File: src/rtl/calc_op_sequencer.sv
// Calculator operation sequencer: gathers operands A/B and an operator, starts the ALU,
// waits for done under a watchdog. Optional macro CALC_CHAIN_EN reuses the result as operand A.
module calc_op_sequencer #(
  parameter int WIDTH   = 40,
  parameter int TIMEOUT = 255
) (
  input  logic             clk,
  input  logic             reset,
  input  logic             enter_pulse,
  input  logic             clear_pulse,
  input  logic [1:0]       op_sel,
  input  logic [WIDTH-1:0] in_val,
  input  logic             alu_done,
  input  logic             alu_err,
  input  logic             alu_sign,
  input  logic [WIDTH-1:0] alu_result,
  output logic             alu_start,
  output logic [1:0]       alu_op,
  output logic [WIDTH-1:0] s1,
  output logic [WIDTH-1:0] s2,
  output logic [WIDTH-1:0] result,
  output logic             sign,
  output logic             error,
  output logic [1:0]       display_sel,
  output logic [9:0]       led
);

  localparam int CW = $clog2(TIMEOUT + 1);

  localparam logic [1:0] DISP_A      = 2'b00;
  localparam logic [1:0] DISP_B      = 2'b01;
  localparam logic [1:0] DISP_ERR    = 2'b10;
  localparam logic [1:0] DISP_RESULT = 2'b11;
  localparam logic [1:0] OP_DIV      = 2'b11;

  typedef enum logic [2:0] {
    ST_ENTER_A,
    ST_ENTER_B,
    ST_START,
    ST_WAIT,
    ST_DONE,
    ST_ERROR
  } state_t;

  state_t           state_reg, state_next;
  logic [CW-1:0]    cnt_reg, cnt_next, cnt_inc;
  logic [WIDTH-1:0] s1_reg, s1_next;
  logic [WIDTH-1:0] s2_reg, s2_next;
  logic [WIDTH-1:0] result_reg, result_next;
  logic             sign_reg, sign_next;
  logic             error_reg, error_next;
  logic [1:0]       op_reg, op_next;
  logic [1:0]       disp_reg, disp_next;
  logic             wd_reg, wd_next;
  logic             start_reg, start_next;
  logic [9:0]       led_reg, led_next;
  logic             done_clear;

  assign cnt_inc = cnt_reg + CW'(1);

  // Enter in DONE either chains the result or acts as a full clear.
`ifdef CALC_CHAIN_EN
  assign done_clear = 1'b0;
`else
  assign done_clear = (state_reg == ST_DONE) && enter_pulse;
`endif

  always_comb begin
    state_next  = state_reg;
    cnt_next    = cnt_reg;
    s1_next     = s1_reg;
    s2_next     = s2_reg;
    result_next = result_reg;
    sign_next   = sign_reg;
    error_next  = error_reg;
    op_next     = op_reg;
    disp_next   = disp_reg;
    wd_next     = wd_reg;

    if (clear_pulse || done_clear) begin
      state_next  = ST_ENTER_A;
      cnt_next    = '0;
      s1_next     = '0;
      s2_next     = '0;
      result_next = '0;
      sign_next   = 1'b0;
      error_next  = 1'b0;
      op_next     = 2'b00;
      disp_next   = DISP_A;
      wd_next     = 1'b0;
    end else begin
      case (state_reg)
        ST_ENTER_A: begin
          if (enter_pulse) begin
            s1_next    = in_val;
            disp_next  = DISP_B;
            state_next = ST_ENTER_B;
          end
        end
        ST_ENTER_B: begin
          if (enter_pulse) begin
            s2_next = in_val;
            op_next = op_sel;
            // Divide-by-zero is caught here so the ALU is never started.
            if (op_sel == OP_DIV && in_val == '0) begin
              error_next = 1'b1;
              disp_next  = DISP_ERR;
              state_next = ST_ERROR;
            end else begin
              state_next = ST_START;
            end
          end
        end
        ST_START: begin
          cnt_next   = '0;
          state_next = ST_WAIT;
        end
        ST_WAIT: begin
          if (alu_done) begin
            if (alu_err) begin
              error_next = 1'b1;
              disp_next  = DISP_ERR;
              state_next = ST_ERROR;
            end else begin
              result_next = alu_result;
              sign_next   = alu_sign;
              disp_next   = DISP_RESULT;
              state_next  = ST_DONE;
            end
          end else if (cnt_inc == CW'(TIMEOUT)) begin
            wd_next    = 1'b1;
            error_next = 1'b1;
            disp_next  = DISP_ERR;
            state_next = ST_ERROR;
          end else begin
            cnt_next = cnt_inc;
          end
        end
        ST_DONE: begin
`ifdef CALC_CHAIN_EN
          if (enter_pulse) begin
            s1_next    = result_reg;
            s2_next    = '0;
            error_next = 1'b0;
            sign_next  = 1'b0;
            disp_next  = DISP_B;
            state_next = ST_ENTER_B;
          end
`endif
        end
        ST_ERROR: begin
          state_next = ST_ERROR;
        end
        default: begin
          state_next = ST_ENTER_A;
        end
      endcase
    end
  end

  // Status outputs are registered from the next-state view so they line up with state.
  always_comb begin
    start_next  = (state_next == ST_START);
    led_next    = '0;
    led_next[0] = (state_next != ST_ENTER_A);
    led_next[1] = (state_next == ST_START) || (state_next == ST_WAIT);
    led_next[2] = (state_next == ST_DONE);
    led_next[3] = (state_next == ST_ERROR);
    led_next[4] = wd_next;
    led_next[9:8] = op_next;
  end

  always_ff @(posedge clk or posedge reset) begin
    if (reset) begin
      state_reg  <= ST_ENTER_A;
      cnt_reg    <= '0;
      s1_reg     <= '0;
      s2_reg     <= '0;
      result_reg <= '0;
      sign_reg   <= 1'b0;
      error_reg  <= 1'b0;
      op_reg     <= 2'b00;
      disp_reg   <= DISP_A;
      wd_reg     <= 1'b0;
      start_reg  <= 1'b0;
      led_reg    <= '0;
    end else begin
      state_reg  <= state_next;
      cnt_reg    <= cnt_next;
      s1_reg     <= s1_next;
      s2_reg     <= s2_next;
      result_reg <= result_next;
      sign_reg   <= sign_next;
      error_reg  <= error_next;
      op_reg     <= op_next;
      disp_reg   <= disp_next;
      wd_reg     <= wd_next;
      start_reg  <= start_next;
      led_reg    <= led_next;
    end
  end

  assign alu_start   = start_reg;
  assign alu_op      = op_reg;
  assign s1          = s1_reg;
  assign s2          = s2_reg;
  assign result      = result_reg;
  assign sign        = sign_reg;
  assign error       = error_reg;
  assign display_sel = disp_reg;
  assign led         = led_reg;

endmodule
File: config.mk
export PLATFORM = sky130hd
export DESIGN_NAME = calc_op_sequencer
export DESIGN_NICKNAME = d
export VERILOG_FILES = /design/src/rtl/calc_op_sequencer.sv
export SDC_FILE = /design/constraint.sdc
export NUM_CORES = 1
export LEC_CHECK = 0
export BUFFER_PORTS_ARGS = -buffer_cell sky130_fd_sc_hd__buf_2
export CAP_MARGIN = 20
export CORE_ASPECT_RATIO = 0.8
export CORE_UTILIZATION = 45
export CTS_CLUSTER_DIAMETER = 60
export DETAILED_ROUTE_END_ITERATION = 8
export PLACE_DENSITY_LB_ADDON = 0.12
export SLEW_MARGIN = 20
export SYNTH_ARGS = -nofsm -noshare
export SYNTH_HDL_FRONTEND = slang
export SYNTH_SLANG_ARGS = --single-unit
File: constraint.sdc
create_clock -name clk -period 10.35 [get_ports clk]
set_input_delay 1.035 -clock clk [delete_from_list [all_inputs] [get_ports clk]]
set_output_delay 1.035 -clock clk [all_outputs]
set_load 0.02 [all_outputs]
### After elaboration in Yosys (flattened, before gate mapping)

Cells that the tools add are included.

* mux-type cells: 47
* divide/modulo/power cells: 0
* equality and inequality tests: 19
* bitwise gates (word level): 0
* magnitude comparators: 0
* multiply operators: 0
* reduce and logical (&&, ||, !) cells: 21
* add/subtract/negate cells: 1
* shift operators: 0

Operators by type and width (count)
* 2-to-1 mux 40 bit: 9
* logical NOT 40 bit: 1
* 2-to-1 mux 8 bit: 3
* 2-to-1 mux 2 bit: 9
* 2-to-1 mux 3 bit: 6
* one-hot mux 3 bit (6 select lines): 1
* 2-to-1 mux 1 bit: 16
* one-hot mux 8 bit (2 select lines): 1
* != test 3 bit, second input constant: 5
* == test 3 x 2 -> 1 bit, second input constant: 4
* == test 3 bit, second input constant: 4
* AND reduction 5 bit: 2
* nonzero test 2 bit: 5
* nonzero test 3 bit: 3
* adder 8 x 1 -> 8 bit, second input constant: 1
* == test 8 bit, second input constant: 1
* != test 4 bit, second input constant: 2
* one-hot mux 2 bit (3 select lines): 1
* AND reduction 3 bit: 2
* AND reduction 2 bit: 2
* nonzero test 4 bit: 1
* == test 3 x 1 -> 1 bit, second input constant: 1
* logical NOT 3 bit: 1
* == test 2 bit, second input constant: 1
* other kinds (4): 6

* input port bits: 89
* memory bits (writable): 0
* memory bits (read-only): 0
* flip-flop bits (word level): 146
* bits in latches: 0
* memories: 0

### Depth between registers and ports, before layout

Gate-level depths: netlist of the first run.

* word-level depth: 8
* gate-level depth with buffers: 7
* gate-level depth less buffers: 6

### Worst setup path after synthesis of the first run

No wires, ideal clock.

* path type: input to register
* start point: in enter_pulse
* end point: reg s1_reg[16] (netlist: s1[16])
* library setup time: 136 ps
* arrival: 2343 ps
* cell stages on the path: 6
* path slack: 7871 ps
* path through: clkbuf_1 -> nand2_1 -> o31ai_1 -> clkbuf_1 -> buf_1 -> a21oi_1

* longest elaborated chain between the ends: 4
* elaborated cells between the ends (all ways): 6
* those cells by class: mux (1); reduce/logical (5)

Ends and longest elaborated chain
* start, declared: line 9 `input logic enter_pulse,`
* logical AND 1 bit: line 65 `assign done_clear = (state_reg == ST_DONE) && enter_pulse;`
* logical OR 1 bit: line 80 `if (clear_pulse || done_clear) begin`
* nonzero test 2 bit (no line)
* AND reduction 2 bit (no line)
* end signal, assigned: line 190 `s1_reg <= s1_next;`
* end, declared: line 47 `logic [WIDTH-1:0] s1_reg, s1_next;`

Several ways; a longest one is shown, not always the timed one.
A chain may end at the register's enable or synchronous reset.

### Worst setup path in the final report of the first run

* start point: in in_val[11]
* end point: reg led_reg[1] (netlist: led[1])

* longest elaborated chain between the ends: 8
* elaborated cells between the ends (all ways): 9
* those cells by class: eq/ne (2); mux (4); reduce/logical (3)

Ends and longest elaborated chain
* start, declared: line 12 `input logic [WIDTH-1:0] in_val,`
* logical NOT 40 bit *: line 105 `if (op_sel == OP_DIV && in_val == '0) begin`
* logical AND 1 bit *: line 105
* 2-to-1 mux 3 bit *: line 105
* 2-to-1 mux 3 bit *: line 101 `if (enter_pulse) begin`
* one-hot mux 3 bit (6 select lines) *: line 92 `case (state_reg)`
* 2-to-1 mux 3 bit *: line 80
* == test 3 x 2 -> 1 bit: line 166 `led_next[1] = (state_next == ST_START) || (state_next == ST_WAIT);`
* logical OR 1 bit *: line 166
* named net led_next[1]: line 56 `logic [9:0] led_reg, led_next;`
* end signal, assigned: line 199 `led_reg <= led_next;`
* end, declared: line 56

Mark *: on every way through the listed nets, which the timed path passes. The rest lies on a longest branch.

==> impl_metrics.env, run 1 <==
export IMPL_outcome="finished clean"
export IMPL_wirelength_um=16400
export IMPL_regToRegSetupSlack_ps=7670
export IMPL_syn_area_per_cell_um2=9.76
export IMPL_yosys_top_cells_count="nand2_1, dfrtp_1, a21oi_1"
export IMPL_r2r_end="error"
export IMPL_worstHoldStart="result[39]"
export IMPL_min_to="result[39]"
export IMPL_io_pins=226
export IMPL_area_delta_synth_final_pct=30.4
export IMPL_synth_edff_count=0
export IMPL_pwr_density_cell_nw_per_um2=181
export IMPL_hold_path_class="reg -> reg"
export IMPL_cts_setup_buffers=0
export IMPL_grt_pass1_vias=4951
export IMPL_num_rows=37
export IMPL_synth_cell_types=45
export IMPL_die_x_um=131
export IMPL_place_inst=970
export IMPL_cp_max_fo=5
export IMPL_synth_compound_area_share=0.173
export IMPL_seq_area_frac_synth=0.601
export IMPL_pre_cts_ws_ps=7120
export IMPL_stdcell_area_um2=7760
export IMPL_synth_area_leader_cell="dfrtp_1"
export IMPL_cts_tree="done"
export IMPL_cap_violations=0
export IMPL_yosys_area_share_simple=0.171
export IMPL_numPortBuffers=222
export IMPL_finalHoldViolCount=0
export IMPL_antenna_found_initial=0
export IMPL_slew_viol_final=0
export IMPL_crit_top_cell="nor4_1"
export IMPL_period_needed_ps=2840
export IMPL_synth_top_family_by_area="compound AO/OA/AOI/OAI gates"
export IMPL_cp_top_family="simple AND/OR/NAND/NOR gates"
export IMPL_drt_vias_per_instance=5.26
export IMPL_cts_buffers=17
export IMPL_worst_slack_ps=7510
export IMPL_place_congestion=0.893
export IMPL_grt_overflow=0
export IMPL_fp_dieH_um=105
export IMPL_ant_nets=0
export IMPL_tightestPinTransition_ps=958
export IMPL_hold_depth=1
export IMPL_muxShareOfSynthArea=0.00441
export IMPL_cpMaxStageDelayCell="nor4_1"
export IMPL_cp_end_kind="flop"
export IMPL_max_freq_mhz=352
export IMPL_peakVddDrop_uv=119
export IMPL_first_pass_iters=5
export IMPL_setup_violations_final=0
export IMPL_synthTopCellsByArea="dfrtp_1, nand2_1, a21oi_1"
export IMPL_core_area_um2=12900
export IMPL_vias=5273
export IMPL_synthCells=610
export IMPL_crit_start="in_val[11]"
export IMPL_track_usage=0.247
export IMPL_ys_async_sr_fraction=1.00
export IMPL_critPathMaxStageDelay_ps=780
export IMPL_grt_setup_unrepaired="false"
export IMPL_clk_latency_ps=420
export IMPL_start_util=0.462
export IMPL_yosys_area_share_adder=0.00420
export IMPL_fin_setup_tns_ps=0
export IMPL_synth_xor_area_frac=0.00147
export IMPL_h_tree_depth=4
export IMPL_fin_crit_sh=0.275
export IMPL_slew_headroom=0.362
export IMPL_crit_buf_inv=1
export IMPL_clk_pin_slew_ps=60
export IMPL_antenna_cells=0
export IMPL_synth_top_flop_cell="dfrtp_1"
export IMPL_cts_sinks=143
export IMPL_wl_per_cell_um=16.3
export IMPL_final_cells=1002
export IMPL_fin_nets=905
export IMPL_arrival_ps=3110
export IMPL_cts_root_buffer="clkbuf_16"
export IMPL_reg2reg_depth=6
export IMPL_leakage_nw=3.98
export IMPL_drc=0
export IMPL_grt_max_degree=87
export IMPL_cts_resized=0
export IMPL_cts_buffer_depth=2
export IMPL_cp_required_ps=10620
export IMPL_place_area_um2=7180
export IMPL_startpoint_type="primary input"
export IMPL_total_power_mw=1.41
export IMPL_synth_top_area_frac=0.601
export IMPL_dpl_hpwl_um=11300
export IMPL_drive_gt1_frac=0.329
export IMPL_netlist_area_um2=5950
export IMPL_ctsHoldBuffers=0
export IMPL_die_area_um2=13700
export IMPL_skew_ps=16.7
export IMPL_crit_type="in -> reg"
export IMPL_drt_initial_drc_count=365
export IMPL_ys_ff_latch=143
export IMPL_path_cells="buf_2, nor4_1, nand4_1, nor4_1, o32a_1, a21oi_1"
export IMPL_r2r_start="state_reg[0]"
export IMPL_grt_pass1_wl_um=25500
export IMPL_yosysMostFrequentCell="nand2_1"
export IMPL_ys_warn_count=0
-- worst max-delay path by stage --
stage,cells past startpoint,slack (ps),end
after global placement,6,7090,led[1]
after detailed placement,6,7120,led[1]
after global routing,7,7380,error
after CTS,6,7550,led[1]
final,6,7510,led[1]
after floorplan,1,5480,alu_op[0]
-- where the power goes --
part	internal, mW	switching [mW]	leakage, nW	total, mW
Sequential	0.587	0.0184	1.97	0.605
Clock	0.358	0.246	0.270	0.604
Combinational	0.0605	0.137	1.74	0.198
-- cells in the final DEF, fill, tap and decap left out, types with 2 or more instances in the layout --
| cell | count |
|---|---|
| o22ai_1 | 2 |
| nor2_1 | 12 |
| buf_4 | 7 |
| dfrtp_1 | 143 |
| inv_1 | 14 |
| inv_6 | 6 |
| a21oi_1 | 94 |
| nor2b_1 | 4 |
| bufinv_16 | 2 |
| clkbuf_16 | 17 |
| buf_2 | 222 |
| nand4_1 | 6 |
| ha_1 | 2 |
| nand2_1 | 176 |
| and2_1 | 2 |
| conb_1 | 3 |
| nand2b_1 | 2 |
| nor4_1 | 10 |
| a22o_1 | 42 |
| or3_1 | 4 |
| nand3_1 | 11 |
| o32a_1 | 2 |
| o21ai_0 | 3 |
| clkinvlp_4 | 5 |
| o211ai_1 | 9 |
-- final cells by class --
type	count	area, um2
multi-input combinational	408	2150
timing repair buffer	229	1160
inverter	15	61.3
sequential	143	3580
tap	175	219
fill	1172	5110
clock buffer	18	429
clock inverter	14	155
-- kinds of logic (layout without fill, tap and decap cells) --
group                      count (synthesis)  after routing
and+or+nand+nor                          238            238
xor gates and xnor gates                   1              1
DFF                                      143            143
other                                      1              3
buffers and inverters                     61            276
adders and majority gates                  2              2
muxes                                      2              2
AOI/OAI and AO/OA                        162            162
-- worst register-to-register path: cells and delay by family, from the launching register on --
| family | cells | cell delay [ps] |
|---|---|---|
| flops | 1 | 600 |
| buf+inv | 1 | 420 |
| simple gates | 4 | 1200 |
| compound gates | 1 | 360 |
-- routing by layer --
metal | GRT usage | routed length [um]
met5 | 0 | 0
met1 | 0.337 | 7170
met4 | 0.0796 | 269
met3 | 0.0727 | 1400
met2 | 0.376 | 7530
-- metrics by stage --
stage,hold WS (ps),utilization
4_1_cts,500,0.603
3_5_place_dp,477,0.558
6_report,494,0.603
5_1_grt,513,0.603
2_1_floorplan,464,-
3_3_place_gp,480,0.558
Note: power is estimated with default switching activity, not from simulation.
==> run 2, diff against run 1 <==
==> constraint.sdc (replaced) <==
create_clock -name clk -period 2.7 [get_ports clk]
set_input_delay 0.27 -clock clk [delete_from_list [all_inputs] [get_ports clk]]
set_output_delay 0.27 -clock clk [all_outputs]
set_load 0.02 [all_outputs]
==> run 2 against run 1 <==
Worst hold slack got worse by 420 ps. Final cell count rose by 0.40%. Register-to-register slack worse by 7300 ps. Combinational power increased to 4.0 times the previous value. Clock power grew to 3.9 times the previous value. Flip-flop and latch count did not move. Critical path depth unchanged. Sequential power grew to 3.8 times the previous value. Utilization up 0.89 points. Non-clock buffer count rose by 5. Critical path type is now reg -> reg. Largest power group is now the clock network. Highest routed layer unchanged.
==> impl_metrics.env, run 2 (synthesis gave the netlist of run 1 again) <==
export IMPL_grt_pass1_vias=4904
export IMPL_clk_latency_ps=420
export IMPL_vias=5346
export IMPL_peakVddDrop_uv=426
export IMPL_num_rows=37
export IMPL_ant_nets=0
export IMPL_leakage_nw=4.04
export IMPL_start_util=0.462
export IMPL_wl_per_cell_um=16.4
export IMPL_antenna_cells=0
export IMPL_arrival_ps=2610
export IMPL_h_tree_depth=4
export IMPL_cp_max_fo=10
export IMPL_area_delta_synth_final_pct=32.3
export IMPL_setup_violations_final=0
export IMPL_grt_max_degree=86
export IMPL_first_pass_iters=4
export IMPL_die_area_um2=13700
export IMPL_cts_root_buffer="clkbuf_16"
export IMPL_slew_headroom=0.366
export IMPL_fp_dieH_um=105
export IMPL_cts_buffer_depth=2
export IMPL_total_power_mw=5.47
export IMPL_cp_required_ps=3000
export IMPL_crit_type="reg -> reg"
export IMPL_wirelength_um=16500
export IMPL_fin_crit_sh=0.857
export IMPL_fin_setup_tns_ps=0
export IMPL_die_x_um=131
export IMPL_drc=0
export IMPL_whs_ps=72.8
export IMPL_pwr_density_cell_nw_per_um2=695
export IMPL_cts_setup_buffers=0
export IMPL_skew_ps=12.2
export IMPL_max_freq_mhz=432
export IMPL_hold_path_class="in -> reg"
export IMPL_grt_setup_unrepaired="false"
export IMPL_grt_overflow=0
export IMPL_fillCellCount=1097
export IMPL_slew_viol_final=0
export IMPL_core_area_um2=12900
export IMPL_antenna_found_initial=0
export IMPL_period_needed_ps=2310
export IMPL_startpoint_type="flop"
export IMPL_place_congestion=0.841
export IMPL_finalHoldViolCount=0
export IMPL_cap_violations=0
export IMPL_drt_initial_drc_count=376
export IMPL_cts_tree="done"
export IMPL_drt_vias_per_instance=5.31
export IMPL_outcome="finished clean"
export IMPL_io_pins=226
export IMPL_track_usage=0.254
export IMPL_clk_pin_slew_ps=60
export IMPL_cts_buffers=17
export IMPL_final_common_cell="buf_2"
export IMPL_numPortBuffers=222
export IMPL_cts_sinks=143
export IMPL_final_cell_mix="buf_2, nand2_1, dfrtp_1"
export IMPL_fin_nets=910
export IMPL_cp_end_kind="flop"
export IMPL_tightestPinTransition_ps=949
export IMPL_dpl_hpwl_um=11300
export IMPL_grt_pass1_wl_um=26100
export IMPL_drive_gt1_frac=0.330
run 2: cell types whose count changed in the layout (fill, tap and decap cells not counted), moves of 2 or more:
| cell | delta |
|---|---|
| inv_6 | -6 |
| buf_12 | +5 |
| clkbuf_8 | +2 |
| clkinvlp_4 | -2 |
| clkinv_2 | +2 |
run 2: critical path, stage by stage (launching register included):
cell and delay, ps:
dfrtp_1 430, ha_1 230, and3_4 200, xnor2_1 130, a211o_1 380, a221o_2 500, mux2_4 320
run 2: worst paths after layout:
| check | startpoint | endpoint | slack [ps] | cells past startpoint |
|---|---|---|---|---|
| setup / recovery | cnt_reg[1] | cnt_reg[1] | 390 | 6 |
| hold / removal | alu_result[21] | result[21] | 70 | 2 |
| setup reg to reg | cnt_reg[1] | cnt_reg[1] | 390 | 6 |
| hold reg to reg | result[23] | result[23] | 490 | 1 |
| max in group asynchronous | reset | s2[30] | 1400 | 4 |
| min in group asynchronous | reset | s1[13] | 540 | 3 |
run 2: what timing repair did:
action	CTS	global route
endpoints found under the hold margin	7	0
gates resized for setup	0	0
hold buffers	1	0
run 2: layout make-up:
type | instances | area (um2) | area share
well taps | 175 | 219 | 0.0278
multi-input cells | 408 | 2150 | 0.274
flip-flops and latches | 143 | 3580 | 0.454
clock inverters | 10 | 138 | 0.0175
inverters | 15 | 60.1 | 0.00763
repair buffers | 234 | 1270 | 0.161
clock buffers | 21 | 460 | 0.0585
run 2: through the flow:
stage	cell area, um2	utilization	std cells	setup slack [ps]
floorplan	5960	-	612	584
global placement	7270	0.565	974	429
detailed placement	7270	0.565	974	407
CTS	7880	0.612	1006	390
global route	7880	0.612	1006	275
finish	7880	0.612	1006	387
run 2: routing by layer:
| layer | track usage | vias up | routed length (um) | share of wire |
|---|---|---|---|---|
| met5 | 0 | - | 0 | 0 |
| met1 | 0.351 | 2599 | 7420 | 0.45 |
| li1 | - | 2505 | - | - |
| met2 | 0.379 | 227 | 7580 | 0.46 |
| met4 | 0.0772 | 0 | 189 | 0.011 |
| met3 | 0.0799 | 15 | 1350 | 0.082 |
run 2: power breakdown:
group,switching [mW],internal [mW]
combinational,0.542,0.253
clock,0.874,1.49
sequential,0.0601,2.25
